[config.mk]
export PLATFORM = sky130hd
export DESIGN_NAME = load_store_unit_flat
export DESIGN_NICKNAME = d
export VERILOG_FILES = /design/src/rtl/load_store_unit_pkg.sv /design/src/rtl/load_store_unit_if.sv /design/src/rtl/lsu_align.sv /design/src/rtl/load_store_unit.sv /design/src/flat_wrapper.sv
export SDC_FILE = /design/constraint.sdc
export NUM_CORES = 1
export LEC_CHECK = 0
export CORE_ASPECT_RATIO = 2
export CORE_MARGIN = 3
export CORE_UTILIZATION = 30
export CTS_CLUSTER_SIZE = 40
export DETAILED_ROUTE_END_ITERATION = 10
export PLACE_DENSITY = 0.53
export SLEW_MARGIN = 0
export SYNTH_ARGS = -nofsm -noshare
export SYNTH_HDL_FRONTEND = slang
export SYNTH_HIERARCHICAL = 1
export SYNTH_SLANG_ARGS = --single-unit
[constraint.sdc]
create_clock -name clk_cpu -period 6.2 [get_ports clk_cpu]
set_clock_uncertainty 0.15 [all_clocks]
set_input_delay 1.24 -clock clk_cpu [delete_from_list [all_inputs] [get_ports clk_cpu]]
set_output_delay 1.24 -clock clk_cpu [all_outputs]
set_load 0.01 [all_outputs]
[src/rtl/load_store_unit_pkg.sv]
`default_nettype none
// ============================================================================
// Module   : load_store_unit_pkg
// Purpose  : Shared definitions for the load/store path: opcode values,
//            LSU state encoding, memory access width encoding and the
//            opcode decode helper (also used by memory_controller).
// Revision : 1.0  initial release
// ============================================================================
package load_store_unit_pkg;

  // Opcode field values for the memory instructions
  localparam logic [5:0] OP_LB  = 6'h20;
  localparam logic [5:0] OP_LH  = 6'h21;
  localparam logic [5:0] OP_LW  = 6'h23;
  localparam logic [5:0] OP_LBU = 6'h24;
  localparam logic [5:0] OP_LHU = 6'h25;
  localparam logic [5:0] OP_SB  = 6'h28;
  localparam logic [5:0] OP_SH  = 6'h29;
  localparam logic [5:0] OP_SW  = 6'h2B;

  typedef enum logic [2:0] {
    ST_IDLE  = 3'd0,
    ST_REQ0  = 3'd1,
    ST_WAIT0 = 3'd2,
    ST_REQ1  = 3'd3,
    ST_WAIT1 = 3'd4,
    ST_FIN   = 3'd5
  } lsu_state_e;

  typedef enum logic [1:0] {
    MEM_W = 2'b00,
    MEM_H = 2'b01,
    MEM_B = 2'b10
  } mem_width_e;

  typedef struct packed {
    logic       is_mem;
    logic       we;
    mem_width_e width;
    logic       sign;
  } mem_op_t;

  function automatic mem_op_t decode_mem_op(input logic [5:0] op);
    mem_op_t d;
    d.is_mem = 1'b1;
    d.we     = 1'b0;
    d.width  = MEM_W;
    d.sign   = 1'b0;
    case (op)
      OP_LB:  begin d.width = MEM_B; d.sign = 1'b1; end
      OP_LH:  begin d.width = MEM_H; d.sign = 1'b1; end
      OP_LW:  d.width = MEM_W;
      OP_LBU: d.width = MEM_B;
      OP_LHU: d.width = MEM_H;
      OP_SB:  begin d.width = MEM_B; d.we = 1'b1; end
      OP_SH:  begin d.width = MEM_H; d.we = 1'b1; end
      OP_SW:  begin d.width = MEM_W; d.we = 1'b1; end
      default: d.is_mem = 1'b0;
    endcase
    return d;
  endfunction

  // Natural alignment check: halfwords on even, words on multiple-of-4
  function automatic logic is_misaligned(input mem_width_e w, input logic [1:0] a);
    return ((w == MEM_H) && a[0]) || ((w == MEM_W) && (a != 2'b00));
  endfunction

endpackage
`default_nettype wire

[src/rtl/load_store_unit_if.sv]
`default_nettype none
// ============================================================================
// Module   : load_store_unit_if
// Purpose  : Word-addressed data-memory bus with req/gnt request phase and
//            rvalid response phase.
// Ports    : master = LSU side (drives req/we/adrs/be/wdata),
//            slave  = memory side (drives gnt/rvalid/rdata).
// Revision : 1.0  initial release
// ============================================================================
interface load_store_unit_if #(
  parameter int N_RAM_ADRS_W = 16
);
  logic                    mem_req;
  logic                    mem_we;
  logic [N_RAM_ADRS_W-1:0] mem_adrs;
  logic [3:0]              mem_be;
  logic [31:0]             mem_wdata;
  logic                    mem_gnt;
  logic                    mem_rvalid;
  logic [31:0]             mem_rdata;

  modport master (
    output mem_req, mem_we, mem_adrs, mem_be, mem_wdata,
    input  mem_gnt, mem_rvalid, mem_rdata
  );

  modport slave (
    input  mem_req, mem_we, mem_adrs, mem_be, mem_wdata,
    output mem_gnt, mem_rvalid, mem_rdata
  );
endinterface
`default_nettype wire

[src/rtl/lsu_align.sv]
`default_nettype none
// ============================================================================
// Module   : lsu_align
// Purpose  : Combinational lane steering for the LSU. Builds byte enables
//            and lane-aligned write data for access 0/1, flags accesses
//            that straddle a word boundary, and merges/extends load data.
// Ports    : width/sign/a   access width, signedness, byte offset
//            idx            0 = first word, 1 = following word
//            st_data        right-justified store data
//            r0/r1          read words of access 0/1
//            be/wdata       lane enables and data for access idx
//            split          access needs a second word
//            result         aligned, extended load value
// Revision : 1.0  initial release
// ============================================================================
module lsu_align
  import load_store_unit_pkg::*;
(
  input  mem_width_e  width,
  input  logic        sign,
  input  logic [1:0]  a,
  input  logic        idx,
  input  logic [31:0] st_data,
  input  logic [31:0] r0,
  input  logic [31:0] r1,
  output logic [3:0]  be,
  output logic [31:0] wdata,
  output logic        split,
  output logic [31:0] result
);

  logic [7:0]  base;
  logic [7:0]  mask;
  logic [5:0]  sh_lo;
  logic [5:0]  sh_hi;
  logic [31:0] raw;

  always_comb begin
    case (width)
      MEM_B:   base = 8'h01;
      MEM_H:   base = 8'h03;
      default: base = 8'h0F;
    endcase
  end

  // Upper nibble of the shifted mask holds the lanes of the next word
  assign mask  = base << a;
  assign split = |mask[7:4];

  // sh_hi reaches 32 when a == 0, which shifts everything out; that case
  // only matters for idx == 1 / split, which cannot happen with a == 0.
  assign sh_lo = {1'b0, a, 3'b000};
  assign sh_hi = 6'd32 - sh_lo;

  assign be    = idx ? mask[7:4] : mask[3:0];
  assign wdata = idx ? (st_data >> sh_hi) : (st_data << sh_lo);

  assign raw   = (r0 >> sh_lo) | (split ? (r1 << sh_hi) : 32'h0);

  always_comb begin
    case (width)
      MEM_B:   result = {{24{sign & raw[7]}}, raw[7:0]};
      MEM_H:   result = {{16{sign & raw[15]}}, raw[15:0]};
      default: result = raw;
    endcase
  end

endmodule
`default_nettype wire

[src/rtl/load_store_unit.sv]
`default_nettype none
// ============================================================================
// Module   : load_store_unit
// Purpose  : Data-memory initiator between execute stage and memory.
//            Decodes load/store ops, issues word requests with byte enables
//            over req/gnt/rvalid, splits word-crossing accesses, merges and
//            extends load data, and times out silent responses.
// Macro    : LSU_MISALIGN_EN - when defined, misaligned accesses are split
//            into two word requests; otherwise they are rejected with a
//            one-cycle exc_misalign pulse and never reach the bus.
// Ports    : clk_cpu, reset (async, active-high)
//            ex_valid/ex_ready/ex_op/ex_adrs/ex_data  execute-stage request
//            mem (load_store_unit_if.master)          memory bus
//            wb_valid/wb_data                         load writeback
//            done/err/exc_misalign                    completion pulses
// Revision : 1.0  initial release
// ============================================================================
module load_store_unit
  import load_store_unit_pkg::*;
#(
  parameter int MAX_WAIT     = 16,
  parameter int N_RAM_ADRS_W = 16
) (
  input  logic                     clk_cpu,
  input  logic                     reset,
  input  logic                     ex_valid,
  output logic                     ex_ready,
  input  logic [5:0]               ex_op,
  input  logic [31:0]              ex_adrs,
  input  logic [31:0]              ex_data,
  load_store_unit_if.master        mem,
  output logic                     wb_valid,
  output logic [31:0]              wb_data,
  output logic                     done,
  output logic                     err,
  output logic                     exc_misalign
);

  localparam int CNT_W = $clog2(MAX_WAIT + 1);
  localparam logic [CNT_W-1:0] CNT_LAST = CNT_W'(MAX_WAIT - 1);

  lsu_state_e              state_q, state_d;
  logic                    we_q, we_d;
  mem_width_e              width_q, width_d;
  logic                    sign_q, sign_d;
  logic [1:0]              a_q, a_d;
  logic [N_RAM_ADRS_W-1:0] word_q, word_d;
  logic [31:0]             data_q, data_d;
  logic [31:0]             r0_q, r0_d;
  logic [CNT_W-1:0]        cnt_q, cnt_d;
  logic [31:0]             wb_data_q, wb_data_d;
  logic                    wb_valid_q, wb_valid_d;
  logic                    done_q, done_d;
  logic                    err_q, err_d;
  logic                    exc_misalign_q, exc_misalign_d;

  mem_op_t     dec;
  logic        req;
  logic        idx;
  logic [3:0]  be;
  logic [31:0] wdata;
  logic        split;
  logic [31:0] result;
  logic [31:0] r0_in;
  logic [31:0] r1_in;
  logic        unused_adrs_hi;

  assign dec            = decode_mem_op(ex_op);
  assign unused_adrs_hi = ^ex_adrs[31:N_RAM_ADRS_W+2];

  // Merge inputs see the word arriving this cycle so the extended result
  // can be registered on the same edge that enters FIN.
  assign r0_in = ((state_q == ST_WAIT0) && mem.mem_rvalid) ? mem.mem_rdata : r0_q;

`ifdef LSU_MISALIGN_EN
  logic [31:0] r1_q, r1_d;
  assign r1_in = ((state_q == ST_WAIT1) && mem.mem_rvalid) ? mem.mem_rdata : r1_q;
`else
  logic unused_split;
  assign r1_in        = 32'h0;
  assign unused_split = split;
`endif

  assign idx = (state_q == ST_REQ1);
  assign req = (state_q == ST_REQ0) || (state_q == ST_REQ1);

  lsu_align u_align (
    .width   (width_q),
    .sign    (sign_q),
    .a       (a_q),
    .idx     (idx),
    .st_data (data_q),
    .r0      (r0_in),
    .r1      (r1_in),
    .be      (be),
    .wdata   (wdata),
    .split   (split),
    .result  (result)
  );

  // Bus outputs are zero outside request states
  assign mem.mem_req   = req;
  assign mem.mem_we    = req & we_q;
  assign mem.mem_adrs  = !req ? '0 : (idx ? word_q + N_RAM_ADRS_W'(1) : word_q);
  assign mem.mem_be    = req ? be : 4'b0000;
  assign mem.mem_wdata = req ? wdata : 32'h0;

  assign ex_ready     = (state_q == ST_IDLE);
  assign wb_valid     = wb_valid_q;
  assign wb_data      = wb_data_q;
  assign done         = done_q;
  assign err          = err_q;
  assign exc_misalign = exc_misalign_q;

  always_comb begin
    state_d        = state_q;
    we_d           = we_q;
    width_d        = width_q;
    sign_d         = sign_q;
    a_d            = a_q;
    word_d         = word_q;
    data_d         = data_q;
    r0_d           = r0_in;
    cnt_d          = '0;
    wb_data_d      = wb_data_q;
    err_d          = 1'b0;
    exc_misalign_d = 1'b0;
`ifdef LSU_MISALIGN_EN
    r1_d           = r1_in;
`endif

    case (state_q)
      ST_IDLE: begin
        if (ex_valid && ex_ready && dec.is_mem) begin
          we_d    = dec.we;
          width_d = dec.width;
          sign_d  = dec.sign;
          a_d     = ex_adrs[1:0];
          word_d  = ex_adrs[N_RAM_ADRS_W+1:2];
          data_d  = ex_data;
`ifdef LSU_MISALIGN_EN
          state_d = ST_REQ0;
`else
          if (is_misaligned(dec.width, ex_adrs[1:0])) begin
            exc_misalign_d = 1'b1;
          end else begin
            state_d = ST_REQ0;
          end
`endif
        end
      end

      ST_REQ0: begin
        if (mem.mem_gnt) begin
          if (!we_q) begin
            state_d = ST_WAIT0;
`ifdef LSU_MISALIGN_EN
          end else if (split) begin
            state_d = ST_REQ1;
`endif
          end else begin
            state_d = ST_FIN;
          end
        end
      end

      ST_WAIT0: begin
        if (mem.mem_rvalid) begin
`ifdef LSU_MISALIGN_EN
          state_d = split ? ST_REQ1 : ST_FIN;
`else
          state_d = ST_FIN;
`endif
        end else if (cnt_q == CNT_LAST) begin
          err_d   = 1'b1;
          state_d = ST_IDLE;
        end else begin
          cnt_d = cnt_q + CNT_W'(1);
        end
      end

`ifdef LSU_MISALIGN_EN
      ST_REQ1: begin
        if (mem.mem_gnt) begin
          state_d = we_q ? ST_FIN : ST_WAIT1;
        end
      end

      ST_WAIT1: begin
        if (mem.mem_rvalid) begin
          state_d = ST_FIN;
        end else if (cnt_q == CNT_LAST) begin
          err_d   = 1'b1;
          state_d = ST_IDLE;
        end else begin
          cnt_d = cnt_q + CNT_W'(1);
        end
      end
`endif

      ST_FIN:  state_d = ST_IDLE;
      default: state_d = ST_IDLE;
    endcase

    // Completion flags are registered on entry so they are high during FIN
    done_d     = (state_d == ST_FIN);
    wb_valid_d = (state_d == ST_FIN) && !we_q;
    if (wb_valid_d) begin
      wb_data_d = result;
    end
  end

  always_ff @(posedge clk_cpu or posedge reset) begin
    if (reset) begin
      state_q        <= ST_IDLE;
      we_q           <= 1'b0;
      width_q        <= MEM_W;
      sign_q         <= 1'b0;
      a_q            <= 2'b00;
      word_q         <= '0;
      data_q         <= 32'h0;
      r0_q           <= 32'h0;
      cnt_q          <= '0;
      wb_data_q      <= 32'h0;
      wb_valid_q     <= 1'b0;
      done_q         <= 1'b0;
      err_q          <= 1'b0;
      exc_misalign_q <= 1'b0;
    end else begin
      state_q        <= state_d;
      we_q           <= we_d;
      width_q        <= width_d;
      sign_q         <= sign_d;
      a_q            <= a_d;
      word_q         <= word_d;
      data_q         <= data_d;
      r0_q           <= r0_d;
      cnt_q          <= cnt_d;
      wb_data_q      <= wb_data_d;
      wb_valid_q     <= wb_valid_d;
      done_q         <= done_d;
      err_q          <= err_d;
      exc_misalign_q <= exc_misalign_d;
    end
  end

`ifdef LSU_MISALIGN_EN
  always_ff @(posedge clk_cpu or posedge reset) begin
    if (reset) begin
      r1_q <= 32'h0;
    end else begin
      r1_q <= r1_d;
    end
  end
`endif

endmodule
`default_nettype wire

[src/flat_wrapper.sv]
// flat-port wrapper written by rule: the top's interface ports become plain ports
module load_store_unit_flat import load_store_unit_pkg::*;
#(
  parameter int MAX_WAIT     = 16,
  parameter int N_RAM_ADRS_W = 16
)
  (clk_cpu, reset, ex_valid, ex_ready, ex_op, ex_adrs, ex_data, wb_valid, wb_data, done, err, exc_misalign, mem_mem_req, mem_mem_we, mem_mem_adrs, mem_mem_be, mem_mem_wdata, mem_mem_gnt, mem_mem_rvalid, mem_mem_rdata);
  load_store_unit_if #(.N_RAM_ADRS_W(N_RAM_ADRS_W)) mem_i ();
  input  logic clk_cpu;
  input  logic reset;
  input  logic ex_valid;
  output logic ex_ready;
  input  logic [5:0] ex_op;
  input  logic [31:0] ex_adrs;
  input  logic [31:0] ex_data;
  output logic wb_valid;
  output logic [31:0] wb_data;
  output logic done;
  output logic err;
  output logic exc_misalign;
  output wire logic [$bits(mem_i.mem_req)-1:0] mem_mem_req;
  output wire logic [$bits(mem_i.mem_we)-1:0] mem_mem_we;
  output wire logic [$bits(mem_i.mem_adrs)-1:0] mem_mem_adrs;
  output wire logic [$bits(mem_i.mem_be)-1:0] mem_mem_be;
  output wire logic [$bits(mem_i.mem_wdata)-1:0] mem_mem_wdata;
  input wire logic [$bits(mem_i.mem_gnt)-1:0] mem_mem_gnt;
  input wire logic [$bits(mem_i.mem_rvalid)-1:0] mem_mem_rvalid;
  input wire logic [$bits(mem_i.mem_rdata)-1:0] mem_mem_rdata;
  assign mem_mem_req = mem_i.mem_req;
  assign mem_mem_we = mem_i.mem_we;
  assign mem_mem_adrs = mem_i.mem_adrs;
  assign mem_mem_be = mem_i.mem_be;
  assign mem_mem_wdata = mem_i.mem_wdata;
  assign mem_i.mem_gnt = mem_mem_gnt;
  assign mem_i.mem_rvalid = mem_mem_rvalid;
  assign mem_i.mem_rdata = mem_mem_rdata;
  load_store_unit #(.MAX_WAIT(MAX_WAIT), .N_RAM_ADRS_W(N_RAM_ADRS_W)) u_core (.clk_cpu(clk_cpu), .reset(reset), .ex_valid(ex_valid), .ex_ready(ex_ready), .ex_op(ex_op), .ex_adrs(ex_adrs), .ex_data(ex_data), .mem(mem_i), .wb_valid(wb_valid), .wb_data(wb_data), .done(done), .err(err), .exc_misalign(exc_misalign));
endmodule
# Word level (Yosys, flattened, before mapping)
# Index checks and enable logic that the tools add are counted.
[op_classes] n_reduce_logical=19 eq_ne=16 bitwise_logic=4 n_mux=30 n_shift=5 add_sub_neg=3
[op_table] op="$mux W32" n=4
[op_table] op="$pmux W32 S2" n=1
[op_table] op="$eq A6 B6 Y1 const B" n=8
[op_table] op="$mux W16" n=2
[op_table] op="$or A32 B32 Y32" n=1
[op_table] op="$shl A1 B6 Y32 const A" n=1
[op_table] op="$shl A32 B5 Y32" n=1
[op_table] op="$shr A32 B5 Y32" n=1
[op_table] op="$shr A32 B6 Y32" n=1
[op_table] op="$mux W3" n=6
[op_table] op="$add A16 B1 Y16 const B" n=1
[op_table] op="$mux W5" n=3
[op_table] op="$mux W1" n=9
[op_table] op="$pmux W3 S3" n=1
[op_table] op="$reduce_or A3 Y1" n=3
[op_table] op="$mux W4" n=2
[op_table] op="$pmux W4 S2" n=1
[op_table] op="$reduce_or A8 Y1" n=1
[op_table] op="$shl A4 B2 Y8" n=1
[op_table] op="$eq A3 B2 Y1 const B" n=2
[op_table] op="$logic_and A1 B1 Y1" n=6
[op_table] op="$sub A6 B5 Y6 const A" n=1
[op_table] op="$add A5 B1 Y5 const B" n=1
[op_table] op="$eq A5 B4 Y1 const B" n=1
[op_table] op="other kinds (14)" n=18
[totals] register_bits=130 out_inout_bits=91 word_cells=91 input_bits=107

# Longest topological paths before layout
[logic_depth] depth_word=11 mapped_depth=13 depth_no_buf=8

# Hierarchy
# The synthesis kept the hierarchy.
[by_module_without_submodules] mod="load_store_unit" instances=1 area_per_inst_um2=5597.9 cells_each=415 seq_area_each_um2=3253.1
[by_module_without_submodules] mod="lsu_align" instances=1 area_per_inst_um2=2511.2 cells_each=329 seq_area_each_um2=0.0

# Least setup slack after synthesis
# No wires, ideal clock.
[synth_timing] kind="register -> output" from="register u_core.state_q[2]" to="output mem_mem_wdata[10]" required_ns=4.810 path_buffers=5 slack_ns=2.271 t_arrival_ns=2.539 path_stages_with_launch=14 cell_sequence="dfrtp_1 -> clkbuf_1 -> nand2b_1 -> inv_1 -> clkbuf_1 -> and2_1 -> buf_4 -> or3b_1 -> buf_2 -> a21oi_4 -> buf_4 -> a22oi_1 -> o21ai_0 -> and2_1"
[synth_between] elab_chain_len=3 elab_cells_between_ends=5 cone_classes="2 x eq/ne; 2 x mux; 1 x reduce/logical"
[synth_rtl] element="start, declared" line="load_store_unit.sv:42" text="lsu_state_e state_q, state_d;"
[synth_rtl] element="start signal, assigned" line="load_store_unit.sv:230" text="state_q <= state_d;"
[synth_rtl] element="$eq A3 B2 Y1" line="load_store_unit.sv:84" text="assign idx = (state_q == ST_REQ1);"
[synth_rtl] element="via u_core.idx" line="load_store_unit.sv:59" text="logic idx;"
[synth_rtl] element="$mux W32" line="lsu_align.sv:56" text="assign wdata = idx ? (st_data >> sh_hi) : (st_data << sh_lo);"
[synth_rtl] element="via u_core.wdata[10]" line="load_store_unit.sv:61" text="logic [31:0] wdata;"
[synth_rtl] element="$mux W32" line="load_store_unit.sv:106" text="assign mem.mem_wdata = req ? wdata : 32'h0;"
[synth_rtl] element="end, declared" line="flat_wrapper.sv:25" text="output wire logic [$bits(mem_i.mem_wdata)-1:0] mem_mem_wdata;"
# The timed path passes the listed nets, and every way through them passes these cells.

# Worst setup path after layout
[layout_timing] from="register u_core.state_q[0]" to="output mem_mem_wdata[11]"
# The elaborated chain is that of the path after synthesis.

==> results by group <==
Finish
  – Post-layout instance area: 11200 sq um
  – Fill count: 2603
  – Layout cells sized above 1: 21.5%
  – Multi-input logic area: 4830 sq um
  – FF/Latch Area: 3260 sq um
  – Layout area overhead: 38.1%
  – Final cell count without fillers: 1344
  – Final Net Count: 1099

Yosys
  – Mapped Cells: 743
  – Mapped Area: 8110 sq um
  – Synth Area per Inst: 10.9 sq um
  – YS warnings: 6

Timing
  – Hold Slack: 0.302 ns
  – Final hold violation count: 0
  – Tightest Pin Transition: 1.13 ns
  – Period Utilization, post-route: 92.3%
  – Slew HR: 24.0%
  – Fin. max-slew vios: 0
  – Final setup fails: 0
  – RSZ-0062 raised after global routing: no
  – Max Fclk: 175 MHz
  – Setup_tns: 0 ns
  – Min Tclk post-route: 5.72 ns

Power
  – Clock network power share: 21.4%
  – Total power: 0.00558 W
  – Sw power: 0.00214 W
  – Seq pwr share: 27.2%
  – P_int: 0.00344 W
  – Worst VDD drop: 0.226 mV
  – Power per cell area: 499 nW/um^2
  – Comb power frac: 51.4%
  – Leak: 4.64 nW
  – Switching share of total power: 38.4%

Floorplanning
  – Die Y: 238 um
  – Starting Density: 30.6%
  – I/O pin count: 198
  – Core footprint: 26500 sq um
  – Die area: 29100 sq um
  – Die W: 122 um
  – # rows: 84

Place
  – DP Cell Count: 1311
  – Post-DP HPWL: 19.0 mm
  – GP Congestion: 0.781
  – Cell Area, Placed: 10500 sq um
  – IO Port Bufs: 183

Routing
  – Total iterations of the first detailed-routing run: 5
  – WL/cell: 19.4 um
  – Routed WL: 26.1 mm
  – Vias: 6670
  – Antenna-violating nets left: 0
  – DR DRC count: 0
  – DR vias/cell: 4.96
  – Iter 0 DRT Violations: 442

Global route
  – Initial antenna violation count: 1
  – Pin count of the biggest net entering global routing: 93
  – GRT Util Overall: 18.3%
  – First-pass GRT wire length: 40.2 mm
  – Vias in the first global route: 6921
  – Grt ovf: 0

Clock tree
  – H-Tree Depth: 4
  – Post-cts sizing count: 0
  – Root Driver: clkbuf_16
  – Hold buffer count at CTS: 0
  – CTS max path bufs: 2
  – CTS tree: done
  – Postcts setup bufs: 0
  – Clock Latency Late Sink: 0.44 ns
  – TritonCTS Sinks: 130
  – TritonCTS Buffers: 17
  – Clk slew on worst S/H paths: 0.06 ns

Critical path
  – Crit path arrival time: 4.33 ns
  – CP Data Required Time: 4.81 ns
  – Critical path class: reg -> out
  – CP Capture Type: output pin
  – CP Cell Sequence: nand2b_1 -> inv_1 -> and2_1 -> or3b_1 -> a21oi_4 -> a22oi_1 -> o21ai_0 -> and2_1 -> clkdlybuf4s50_1
  – CP startpoint kind: register
  – Worst path most repeated cell: and2_1
  – CP max stage delay: 0.62 ns
  – Top fanout value on the critical path: 24
  – Slowest cell on crit path: a21oi_4

Status
  – Status: finished clean

Flow run
  – Max Cap Viol: 0

Hold path
  – Hold Crit Class: reg -> reg
power groups by stage:
stage | logic [W] | clock network [W] | registers (W)
global placement | 0.00287 | 0 | 0.00153
finish | 0.00287 | 0.00120 | 0.00152
global route | 0.00313 | 0.00126 | 0.00158
floorplan | 0.00194 | 0 | 0.00148
detailed placement | 0.00289 | 0 | 0.00153
CTS | 0.00290 | 0.00123 | 0.00152
cell usage in the layout, fill, tap and decap left out, drive strengths merged, types with 12 or more instances in the layout:
cell type        n
clkdlybuf4s50  183
mux2           148
dfrtp          130
conb            80
nor2            57
and2            39
mux2i           34
nand2           33
a22oi           31
o21ai           27
a21oi           25
o211ai          24
clkbuf          18
a221o           15
buf             14
a221oi          12
path summary, 6_finish.rpt:
check,startpoint,endpoint,slack [ns],cells after the start
min in group asynchronous,reset,u_core/r0_q[18],1.20,2
setup / recovery,u_core/state_q[0],mem_mem_wdata[11],0.48,9
hold / removal,u_core/cnt_q[4],u_core/err,0.30,1
setup reg to reg,u_core/state_q[1],u_core/wb_data[28],2.48,8
hold reg to reg,u_core/cnt_q[4],u_core/err,0.30,1
max in group asynchronous,reset,u_core/wb_data[7],3.59,3
per-layer routing:
layer	wire (um)	global-route usage [%]	vias up
met5	0	0	-
met4	776	7.61	0
met3	890	3.25	35
met2	14800	34.6	172
met1	9630	19.6	3293
li1	-	-	3170
critical path, delay by kind of cell, from the launching register on:
family | cells | cell delay [ns]
flip-flops | 1 | 0.47
AND/OR/NAND/NOR | 4 | 1.74
buffers and inverters | 2 | 0.70
AO/OA/AOI/OAI | 3 | 0.96
through the flow:
stage / worst slack [ns] / utilization, %
finish: 0.475 / 42.3
CTS: 0.435 / 42.3
global placement: 0.916 / 39.6
detailed placement: 0.946 / 39.6
floorplan: 1.34 / -
global route: 0.185 / 42.3
sequential cells by signal, indices dropped and copies added (netlist names):
register	flops
u_core/wb_data	32
u_core/wb_valid	1
u_core/width_q	2
u_core/a_q	2
u_core/state_q	3
u_core/err	1
u_core/cnt_q	5
u_core/word_q	16
u_core/data_q	32
u_core/exc_misalign	1
u_core/r0_q	32
u_core/done	1
u_core/we_q	1
u_core/sign_q	1
cell type report:
type	instances	share of cell area [%]
inverter	11	0.414
tap	344	3.84
clock inverter	14	2.29
antenna	1	0.0224
multi-input combinational	629	43.1
clock buffer	18	3.92
sequential	130	29.1
timing repair buffer	197	17.3
Power figures use the tool's default switching activity.
